==> src/rtl/imem_pkg.sv <==
// Shared types and constants for the programmable instruction memory.
package imem_pkg;
  typedef enum logic {IMEM_IDLE, IMEM_CLEAR} imem_state_e;

  localparam logic [7:0] IMEM_NOP = 8'b11000001;

  // One extra bit so a pointer can represent DEPTH itself.
  function automatic int imem_ptr_w(input int depth);
    return $clog2(depth) + 1;
  endfunction
endpackage

==> src/rtl/imem_ram.sv <==
// Single write port, single registered read port array with write-first bypass.
module imem_ram #(
  parameter int IDX_W  = 5,
  parameter int DATA_W = 8,
  parameter int DEPTH  = 32
) (
  input  logic              clk,
  input  logic              reset_n,
  input  logic              we,
  input  logic [IDX_W-1:0]  waddr,
  input  logic [DATA_W-1:0] wdata,
  input  logic              re,
  input  logic [IDX_W-1:0]  raddr,
  output logic [DATA_W-1:0] rdata
);
  logic [DATA_W-1:0] mem [DEPTH];
  logic [DATA_W-1:0] rdata_d, rdata_q;

  always_comb begin
    rdata_d = rdata_q;
    if (re) rdata_d = (we && (waddr == raddr)) ? wdata : mem[raddr];
  end

  always_ff @(posedge clk) begin
    if (we) mem[waddr] <= wdata;
  end

  always_ff @(posedge clk) begin
    if (!reset_n) rdata_q <= '0;
    else          rdata_q <= rdata_d;
  end

  assign rdata = rdata_q;
endmodule

==> src/rtl/imem_prog.sv <==
// Run-time programmable instruction memory: clear sweep FSM, fetch and program ports.
// Optional sticky program lock enabled with `define IMEM_LOCK_EN.
module imem_prog
  import imem_pkg::*;
#(
  parameter int ADDR_W = 8,
  parameter int DATA_W = 8,
  parameter int DEPTH  = 32,
  parameter logic [DATA_W-1:0] INIT_WORD = DATA_W'(IMEM_NOP)
) (
  input  logic              clk,
  input  logic              reset_n,
`ifdef IMEM_LOCK_EN
  input  logic              lock,
`endif
  input  logic              clear,
  output logic              busy,
  input  logic              fetch_req,
  output logic              fetch_ready,
  input  logic [ADDR_W-1:0] fetch_addr,
  output logic              fetch_valid,
  output logic [DATA_W-1:0] fetch_instr,
  output logic              fetch_oob,
  input  logic              prog_valid,
  output logic              prog_ready,
  input  logic [ADDR_W-1:0] prog_addr,
  input  logic [DATA_W-1:0] prog_data,
  output logic              prog_err
);
  localparam int PTR_W = imem_ptr_w(DEPTH);
  localparam int IDX_W = PTR_W - 1;
  localparam logic [ADDR_W:0]  DEPTH_A  = (ADDR_W+1)'(DEPTH);
  localparam logic [PTR_W-1:0] LAST_PTR = PTR_W'(DEPTH - 1);

  imem_state_e       state_q, state_d;
  logic [PTR_W-1:0]  ptr_q, ptr_d;
  logic              vld_q, vld_d;
  logic              oob_q, oob_d;
  logic              err_q, err_d;
  logic              fetch_acc, prog_acc, fetch_in, prog_in, clear_en;
  logic              ram_we;
  logic [IDX_W-1:0]  ram_waddr;
  logic [DATA_W-1:0] ram_wdata, ram_rdata;

  assign busy        = (state_q == IMEM_CLEAR);
  assign fetch_ready = !busy;
  assign fetch_acc   = fetch_req && fetch_ready;
  assign prog_acc    = prog_valid && prog_ready;
  assign fetch_in    = {1'b0, fetch_addr} < DEPTH_A;
  assign prog_in     = {1'b0, prog_addr} < DEPTH_A;

`ifdef IMEM_LOCK_EN
  logic locked_q, locked_d;
  assign locked_d   = locked_q || lock;
  assign prog_ready = !busy && !locked_q;
  assign clear_en   = clear && !locked_q;
  always_ff @(posedge clk) begin
    if (!reset_n) locked_q <= 1'b0;
    else          locked_q <= locked_d;
  end
`else
  assign prog_ready = !busy;
  assign clear_en   = clear;
`endif

  always_comb begin
    state_d = state_q;
    ptr_d   = ptr_q;
    case (state_q)
      IMEM_IDLE: begin
        if (clear_en) begin
          state_d = IMEM_CLEAR;
          ptr_d   = '0;
        end
      end
      IMEM_CLEAR: begin
        if (clear_en) begin
          ptr_d = '0;
        end else if (ptr_q == LAST_PTR) begin
          state_d = IMEM_IDLE;
          ptr_d   = '0;
        end else begin
          ptr_d = ptr_q + PTR_W'(1);
        end
      end
      default: state_d = IMEM_IDLE;
    endcase
  end

  // The sweep owns the write port; programming only happens while idle.
  always_comb begin
    ram_we    = prog_acc && prog_in;
    ram_waddr = prog_addr[IDX_W-1:0];
    ram_wdata = prog_data;
    if (busy) begin
      ram_we    = 1'b1;
      ram_waddr = ptr_q[IDX_W-1:0];
      ram_wdata = INIT_WORD;
    end
  end

  // oob_q persists between fetches so fetch_instr holds its last value.
  always_comb begin
    vld_d = fetch_acc;
    oob_d = fetch_acc ? !fetch_in : oob_q;
    err_d = prog_acc && !prog_in;
  end

  always_ff @(posedge clk) begin
    if (!reset_n) begin
      state_q <= IMEM_CLEAR;
      ptr_q   <= '0;
      vld_q   <= 1'b0;
      oob_q   <= 1'b0;
      err_q   <= 1'b0;
    end else begin
      state_q <= state_d;
      ptr_q   <= ptr_d;
      vld_q   <= vld_d;
      oob_q   <= oob_d;
      err_q   <= err_d;
    end
  end

  imem_ram #(.IDX_W(IDX_W), .DATA_W(DATA_W), .DEPTH(DEPTH)) u_ram (
    .clk     (clk),
    .reset_n (reset_n),
    .we      (ram_we),
    .waddr   (ram_waddr),
    .wdata   (ram_wdata),
    .re      (fetch_acc),
    .raddr   (fetch_addr[IDX_W-1:0]),
    .rdata   (ram_rdata)
  );

  assign fetch_valid = vld_q;
  assign fetch_oob   = vld_q && oob_q;
  assign fetch_instr = oob_q ? INIT_WORD : ram_rdata;
  assign prog_err    = err_q;
endmodule
==> config.mk <==
export PLATFORM = sky130hd
export DESIGN_NAME = imem_prog
export DESIGN_NICKNAME = d
export VERILOG_FILES = /design/src/rtl/imem_pkg.sv /design/src/rtl/imem_ram.sv /design/src/rtl/imem_prog.sv
export SDC_FILE = /design/constraint.sdc
export NUM_CORES = 1
export LEC_CHECK = 0
export BUFFER_PORTS_ARGS = -buffer_cell sky130_fd_sc_hd__buf_2
export CORE_ASPECT_RATIO = 1.5
export CORE_MARGIN = 2
export CORE_UTILIZATION = 38
export DETAILED_ROUTE_END_ITERATION = 6
export PLACE_DENSITY = 0.54
export SLEW_MARGIN = 20
export SYNTH_ARGS = -nofsm -noshare
export SYNTH_HDL_FRONTEND = slang
export SYNTH_SLANG_ARGS = --single-unit
==> constraint.sdc <==
create_clock -name clk -period 2 [get_ports clk]
set_input_delay 0.4 -clock clk [delete_from_list [all_inputs] [get_ports clk]]
set_output_delay 0.4 -clock clk [all_outputs]
set_load 0.01 [all_outputs]
==> flow_results.org, run 1 <==
** Power
- Share of power burned in the clock network :: 40.4%
- Power density relative to cell area :: 844 mW/mm²
- Combinational logic is responsible for 5.3% of the overall power.
- Net switching share of the total power :: 20.6%
- Maximum VDD drop :: 0.461 mV
- Static leakage :: 0.00472 µW
- Design internal power :: 9060 µW
- The completed layout was analyzed and its total power is 11400 µW.
- Power dissipated by switching net loads :: 2350 µW
- Per report_power, the sequential group accounts for 54.3% of the total.

** Placement
- Including well taps, the total number of placed cells is 1151.
- The wire-length estimate of the detail-placed layout is 19.3 mm.
- Once placement finished, the instance area stood at 0.0127 mm².
- In this run the tool buffered the top-level ports with 42 buffer cells.
- Routability-driven placement finished with a final weighted congestion of 0.861.

** Floorplan
- Placeable core region :: 0.0293 mm²
- Row count :: 77
- Horizontal die dimension :: 144 µm
- Initial core utilization :: 38.2%
- The die is 214 µm tall.
- Die Footprint :: 0.0309 mm²
- Total I/O pin count :: 43

** Worst setup path
- For the worst setup path, the data arrival time is 2180 ps.
- The worst setup path is launched from a register.
- For this run, the slowest stage of the critical path takes 380 ps.
- STA puts the critical path data required time at 2240 ps.
- Sort of element at the end of the critical path :: register
- The cell that appears most often on the critical path is sky130_fd_sc_hd__buf_4.
- Crit path max fanout :: 13
- Critical Path, Cell by Cell :: buf_12 -> buf_6 -> a21o_1 -> o21ai_1 -> buf_4 -> nor2_1 -> buf_4
- The critical path is of the register to register type.
- Flop-to-flop setup slack :: 60 ps
- The slowest stage of the critical path belongs to the cell sky130_fd_sc_hd__dfxtp_2.

** Finish
- Summed area of non-filler cells in the final layout :: 0.0135 mm²
- In the final layout, the share of cells above drive strength 1 is 31.9%.
- Signed area change from the synthesized netlist to the final layout :: 20.7%
- Antenna cell count :: 0
- For this run, the number of standard cells in the final layout without fillers is 1197.
- Core utilization of the finished layout :: 46.1%
- Total number of nets in the final design :: 814

** Global routing
- Number of antenna violations at the first check in global routing :: 0
- Global routing consumed, on the met3 layer, 2.43% of the routing resources.
- Global routing consumed, on the met1 layer, 21.5% of the routing resources.
- Overflow after GRT :: 0
- The first global-routing pass estimated 40.0 mm of wire.
- Via count of the first global-routing pass :: 6435
- Global route hottest layer :: met2
- Global routing consumed, over all layers together, 17.8% of the routing resources.
- Entering global routing, the biggest net connects 33 pins.
- Grt met2 use :: 31.0%

** Run
- # Max-Cap Violations :: 0

** CTS
- The later pin in the worst-skew pair is clocked with a latency of 540 ps.
- Root Buffer :: sky130_fd_sc_hd__clkbuf_16
- In this run, CTS created clock tree buffers numbering 26.
- TritonCTS built the clock tree.
- Clock transition at path regs :: 70 ps
- CTS built an H-tree with a depth of 1.
- For this design, the sink count on the clock tree is 274.
- Number of buffers between clock root and the deepest sink :: 3

** Route
- In the routed layout, each cell is associated on average with a via count of 5.24.
- The first TritonRoute pass finished after 5 iterations.
- Overall via count from detail_route :: 6275
- Final routed wirelength across all metal layers :: 27.4 mm
- In the routed design, unresolved DRC markers number 0.
- In this run, the number of DRC markers left after iteration 0 of detailed routing was 524.
- The count of nets left with antenna violations once routing finished came out at 0.
- Routed wire length per instance :: 22.9 µm

** Synth
- A synthesized cell averages 17.7 µm².
- After synthesis the cells add up to 0.0112 mm².
- The synthesized design contains 274 register bits.
- For this run, the number of Yosys warnings is 0.
- Counting every instance in the synthesized netlist gives 633.
- Sequential elements use 71.9% of the synthesized area.
- The synthesized design contains 256 enable-type register cells.
- Main synth FF type :: sky130_fd_sc_hd__edfxtp_1
- In this run, distinct cell masters in the synthesized netlist total 53.
- The number of nets in the synthesized netlist is 663.
- Proportion of register bits with asynchronous set or reset after synthesis :: 0%

** Timing
- For the pin with the worst max-slew slack, the measured transition is 657 ps.
- Post-layout minimum cycle time :: 1940 ps
- Sum of negative setup slack :: 0 ps
- Highest clock rate :: 515 MHz
- Slew margin rel. :: 56.0%
- Final number of max-transition violations :: 0
- Worst-case clock skew :: 15.3 ps
- Setup violations remaining at the end of the flow were counted as 0.
- Number of failing hold endpoints at the final stage :: 0
- Setup repair after global routing left no endpoint under its margin.
- Final worst path period share :: 97.1%

** Outcome
- The run finished with clean final reports.

** Min path
- The min-delay analysis places its worst path in the category input pin to register.
worst paths after layout:
kind | from | endpoint | depth (start not counted)
worst max-delay path | busy | u_ram.mem[21][4] | 7
worst max register to register | busy | u_ram.mem[21][4] | 7
worst min-delay path | prog_valid | prog_err | 3
worst min register to register | u_ram.rdata[6] | u_ram.rdata[6] | 2
area by class of cell:
cell class / count / area [µm²]
clock buffers: 31 / 691
inverters: 3 / 11.3
multi-input cells: 323 / 2970
fillers: 2563 / 15800
well taps: 395 / 494
flip-flops and latches: 274 / 8050
clock inverters: 15 / 97.6
repair buffers: 156 / 1200
stage by stage:
stage,setup slack [ps],hold WS (ps)
final,58.7,88.0
after global routing,0.163,76.1
after CTS,-13.3,69.4
after detailed placement,-431,455
after global placement,-438,454
after floorplan,-133,421
cell families after synthesis:
kind of cell / count (synthesis) / share of synthesized area, %
AO/OA/AOI/OAI: 55 / 3.33
XOR/XNOR: 6 / 0.469
adder cells (fa/ha/maj): 1 / 0.112
buffers and inverters: 36 / 2.08
flip-flops: 274 / 71.9
multiplexers: 99 / 14.9
AND/OR/NAND/NOR: 162 / 7.27
cells in the final DEF (no fill, tap or decap), types with 5 or more instances in the layout:
cell | synthesis | layout
sky130_fd_sc_hd__clkinv_1 | 0 | 6
sky130_fd_sc_hd__clkinv_2 | 0 | 6
sky130_fd_sc_hd__nand2_1 | 31 | 31
sky130_fd_sc_hd__a22oi_1 | 5 | 5
sky130_fd_sc_hd__mux2i_1 | 42 | 41
sky130_fd_sc_hd__nand3_1 | 14 | 13
sky130_fd_sc_hd__dfxtp_1 | 18 | 17
sky130_fd_sc_hd__nor2_1 | 50 | 49
sky130_fd_sc_hd__nor2b_1 | 20 | 15
sky130_fd_sc_hd__and2_1 | 5 | 5
sky130_fd_sc_hd__o21ai_1 | 10 | 10
sky130_fd_sc_hd__buf_12 | 1 | 9
sky130_fd_sc_hd__mux2_2 | 5 | 5
sky130_fd_sc_hd__nand4_1 | 5 | 5
sky130_fd_sc_hd__a21oi_1 | 7 | 7
sky130_fd_sc_hd__o21ai_0 | 8 | 8
sky130_fd_sc_hd__nor3_1 | 9 | 8
sky130_fd_sc_hd__mux4_2 | 40 | 40
sky130_fd_sc_hd__mux4_1 | 10 | 10
sky130_fd_sc_hd__buf_2 | 5 | 40
sky130_fd_sc_hd__clkbuf_16 | 0 | 27
sky130_fd_sc_hd__edfxtp_1 | 256 | 256
sky130_fd_sc_hd__buf_4 | 10 | 103
metal layers:
metal  share of wire (%)  vias to the layer above
met1                  39                     3195
met2                  51                      190
li1                    -                     2821
met5                   0                        -
met4                 5.2                        0
met3                 4.5                       69
worst max-delay path: cells and delay by family (launching register included):
| family | cells | cell delay, ps |
|---|---|---|
| and+or+nand+nor | 1 | 170 |
| AOI/OAI and AO/OA | 2 | 340 |
| DFF | 1 | 380 |
| buffers and inverters | 4 | 750 |
timing repair:
action / in CTS / in global routing
gates resized for setup: 5 / 8
endpoints found under the hold margin: 0 / 0
setup endpoints to repair: 56 / 229
hold buffers: 0 / 0
buffers inserted: 0 / 0
sequential cells by signal, indices dropped and copies added, names as in the netlist:
signal	flops
fetch_valid	1
busy	1
u_ram.mem	256
oob_q	1
u_ram.rdata	8
prog_err	1
ptr_q	6
power groups by stage:
| stage | Clock (µW) | Combinational, µW | Sequential (µW) |
|---|---|---|---|
| 2_1_floorplan | 0 | 348 | 6320 |
| 6_report | 4610 | 602 | 6200 |
| 5_1_grt | 4950 | 637 | 6190 |
| 3_5_place_dp | 0 | 599 | 6320 |
| 3_3_place_gp | 0 | 596 | 6320 |
| 4_1_cts | 4730 | 604 | 6200 |
synth_stat cells (9+ instances only):
master	count	area, µm²
sky130_fd_sc_hd__mux4_2	40	901
sky130_fd_sc_hd__mux4_1	10	263
sky130_fd_sc_hd__nor2b_1	20	125
sky130_fd_sc_hd__buf_4	10	75.1
sky130_fd_sc_hd__o21ai_1	10	50.1
sky130_fd_sc_hd__clkbuf_1	11	41.3
sky130_fd_sc_hd__nand2_1	31	116
sky130_fd_sc_hd__edfxtp_1	256	7690
sky130_fd_sc_hd__mux2i_1	42	420
sky130_fd_sc_hd__nor3_1	9	45.0
sky130_fd_sc_hd__nand3_1	14	70.1
sky130_fd_sc_hd__dfxtp_1	18	360
sky130_fd_sc_hd__nor2_1	50	188
(Power assumes the default switching activity.)
==> run 2, diff against run 1 <==
- BUFFER_PORTS_ARGS: -buffer_cell sky130_fd_sc_hd__buf_2 -> unset
- DONT_BUFFER_PORTS: unset -> 1
- PLACE_DENSITY: 0.54 -> 0.53
==> flow_results.org, run 2 (same netlist as run 1, synthesis figures left out) <==
** Worst setup path
- Crit path max fanout :: 1 (-12)
- Among all stages on the critical path, the largest delay is contributed by sky130_fd_sc_hd__mux4_2.
- FF-to-FF path depth :: 5 (-2)
- The worst setup path is captured at a register.
- Crit path required time :: 2410 ps (+170 ps)
- The reg-to-reg setup timing slack is 60 ps (about the same).
- In this run the critical register-to-register path is launched from u_ram.mem[26][2].
- Critical Path, Cell by Cell :: mux4_2 -> o32ai_1 -> o31ai_2 -> and4_1 -> a221o_1
- Setup Crit Path Kind :: register to register
- The critical path data arrival time came to 2350 ps (+170 ps).
- The worst register-to-register path ends at u_ram.rdata[2].
- The maximum single-stage delay on the critical path was 460 ps (+80 ps).
- The worst setup path is launched from a register.

** Finish
- The number of flip-flops in the largest register was 256 (unchanged).
- Total number of nets in the final design :: 728 (-11%)
- The share of final-layout standard cells stronger than drive strength 1 is 23.4% (-8.6 points).
- The area occupied by registers was 0.00805 mm² (about the same).
- Commonest non-fill, non-tap cells in the layout :: sky130_fd_sc_hd__edfxtp_1 (256), sky130_fd_sc_hd__buf_4 (63), sky130_fd_sc_hd__nor2_1 (50)
- Multi-input gate area in the final layout :: 0.00297 mm² (unchanged)
- Core utilization of the finished layout :: 44.1% (-2.1 points)
- The fill cell instance count of the final layout came to 2583 (+0.78%).
- Most common library cell in the layout ignoring fill and taps :: sky130_fd_sc_hd__edfxtp_1
- Signed area change from the synthesized netlist to the final layout :: 15.3%
- The register with the most flip-flops in the final layout is u_ram.mem.
- Number of non-filler instances in the completed layout :: 1110 (-7.3%)
- The number of diodes added for antenna fixing came to 0 (unchanged).

** CTS
- The number of H-tree levels is 1 (unchanged).
- The tree is rooted in a sky130_fd_sc_hd__clkbuf_16.
- The number of buffers inserted during clock tree synthesis came to 25 (-3.8%).
- Clock transition at path regs :: 70 ps (about the same)
- The TritonCTS sink count came to 274 (unchanged).
- CTS tree :: yes
- The largest buffer count on any clock path was 3 (unchanged).
- The clock insertion delay at the later pin of the skew report is 530 ps (about the same).

** Min path
- The worst hold path terminates at u_ram.rdata[4].
- Beginning of the worst hold path :: reset_n
- In this run the worst hold path is classified as input pin to register.
- The number of cells on the worst hold path came to 2 (-1).

** Timing
- The worst slew slack as a fraction of its limit is 47.0% (-9.0 points).
- Worst-case clock skew :: 13.8 ps (-1.54 ps)
- Final worst path period share :: 96.9% (-0.18 points)
- The max-slew violation count is 0 (unchanged).
- Setup repair after global routing missed its margin :: no
- The shortest period the worst path allows was 1940 ps (-3.58 ps).
- The setup total negative slack came to 0 ps (unchanged).
- Highest clock rate :: 516 MHz (+0.18%)
- The post-route worst hold slack was 18.3 ps (-69.7 ps).
- The final setup violation count is 0 (unchanged).
- Tightest Pin Transition :: 791 ps (+134 ps)
- Number of failing hold endpoints at the final stage :: 0 (unchanged)

** Route
- The post-detailed-routing wire length came to 26.4 mm (-3.7%).
- Violation count after the first detailed-routing iteration :: 525 (+0.19%)
- Overall via count from detail_route :: 5965 (-4.9%)
- DRC Markers :: 0 (unchanged)
- Number of nets still failing antenna checks after routing :: 0 (unchanged)
- The number of vias per cell was 5.37 (+2.5%).
- Routed wire length per instance :: 23.8 µm (+3.8%)
- The number of iterations in the first detailed-routing pass was 7 (+2).

** Global routing
- Pin count of the biggest net entering global routing :: 80 (+140%)
- Number of antenna violations at the first check in global routing :: 0 (unchanged)
- GR Util All Layers :: 17.2% (-0.58 points)
- The overflow left after global routing was 0 (unchanged).
- The first-pass GRT wire length was 39.1 mm (-2.3%).
- Via count of the first global-routing pass :: 6249 (-2.9%)

** Floorplan
- Die H :: 214 µm (unchanged)
- The area of the die was 0.0309 mm² (unchanged).
- The top-level I/O count is 43 (unchanged).
- The total number of placement rows is 77 (unchanged).
- Horizontal die dimension :: 144 µm (unchanged)
- Initial core utilization :: 38.2% (unchanged)
- The core footprint came to 0.0293 mm² (unchanged).

** Power
- The power density over the cells was 871 mW/mm² (+3.2%).
- The peak supply drop came to 0.462 mV (+0.15%).
- Static leakage :: 0.00428 µW (-9.3%)

** Placement
- The weighted congestion reported at the end of routability-driven placement came to 0.836 (-2.9%).
- Placed Cells incl. Taps :: 1060 (-7.9%)
- Number of I/O port buffers :: 0 (-100%)
- The half-perimeter wire length of the detailed placement result came to 17.0 mm (-12%).

** Run
- The count of maximum capacitance violations is 0 (unchanged).

** Outcome
- The flow ran to the end, and the final reports show no timing, DRC or antenna violations.
-- run 2: cell count changes in the layout (fill, tap and decap cells not counted), sizes merged --
cell / change
buf: -91
clkinv: -6
dlygate4sd3: +5
clkbuf: +4
clkinvlp: -2
inv: +2
bufinv: +1
-- run 2: repair_timing --
action                                  in CTS  in global routing
endpoints found under the hold margin        4                  0
endpoints found under the setup margin      12                 15
gates cloned                                 0                  1
pin swaps                                    1                  2
resized for setup                            2                  8
setup buffers                                0                  0
hold buffers                                 5                  0
-- run 2: worst max-delay path by stage --
| stage | endpoint | start | slack, ps | depth (start not counted) |
|---|---|---|---|---|
| after floorplan | u_ram.mem[0][1] | busy | -130 | 4 |
| after global placement | u_ram.rdata[0] | busy | -10 | 7 |
| after detailed placement | u_ram.rdata[1] | busy | -50 | 7 |
| after CTS | u_ram.rdata[2] | busy | 5 | 7 |
| after global routing | u_ram.rdata[3] | busy | 10 | 8 |
| final | u_ram.rdata[2] | u_ram.mem[26][2] | 60 | 5 |
-- run 2: worst max-delay path: cells and delay by family, from the launching register on --
| kind | cells | cell delay [ps] |
|---|---|---|
| flip-flops | 1 | 370 |
| multiplexers | 1 | 460 |
| AO/OA/AOI/OAI | 3 | 770 |
| AND/OR/NAND/NOR | 1 | 220 |
-- run 2: layout make-up --
type / count / area share, %
flip-flops and latches: 274 / 62.4
multi-input cells: 323 / 23.0
clock buffers: 34 / 5.26
repair buffers: 71 / 4.56
well taps: 395 / 3.83
clock inverters: 10 / 0.882
inverters: 3 / 0.0872
-- run 2: where the power goes --
group          total, µW  switching (µW)  leakage (µW)  internal, µW
combinational        376             171       0.00145           205
sequential          6190            7.07       0.00245          6190
clock               4680            2030      0.000390          2650
-- run 2: through the flow --
stage	total power [µW]	instance area (µm²)	setup WS, ps
2_1_floorplan	6670	11200	-133
4_1_cts	11400	12800	5.39
5_1_grt	11600	12900	10.3
3_3_place_gp	6680	12000	-11.9
6_report	11200	12900	62.3
3_5_place_dp	6690	12000	-53.9
-- run 2: layer usage --
metal  global-route usage, %  share of wire, %
met3                    2.14               4.2
met2                    30.4                52
met4                    8.22               4.8
met5                       0                 0
met1                    20.7                39
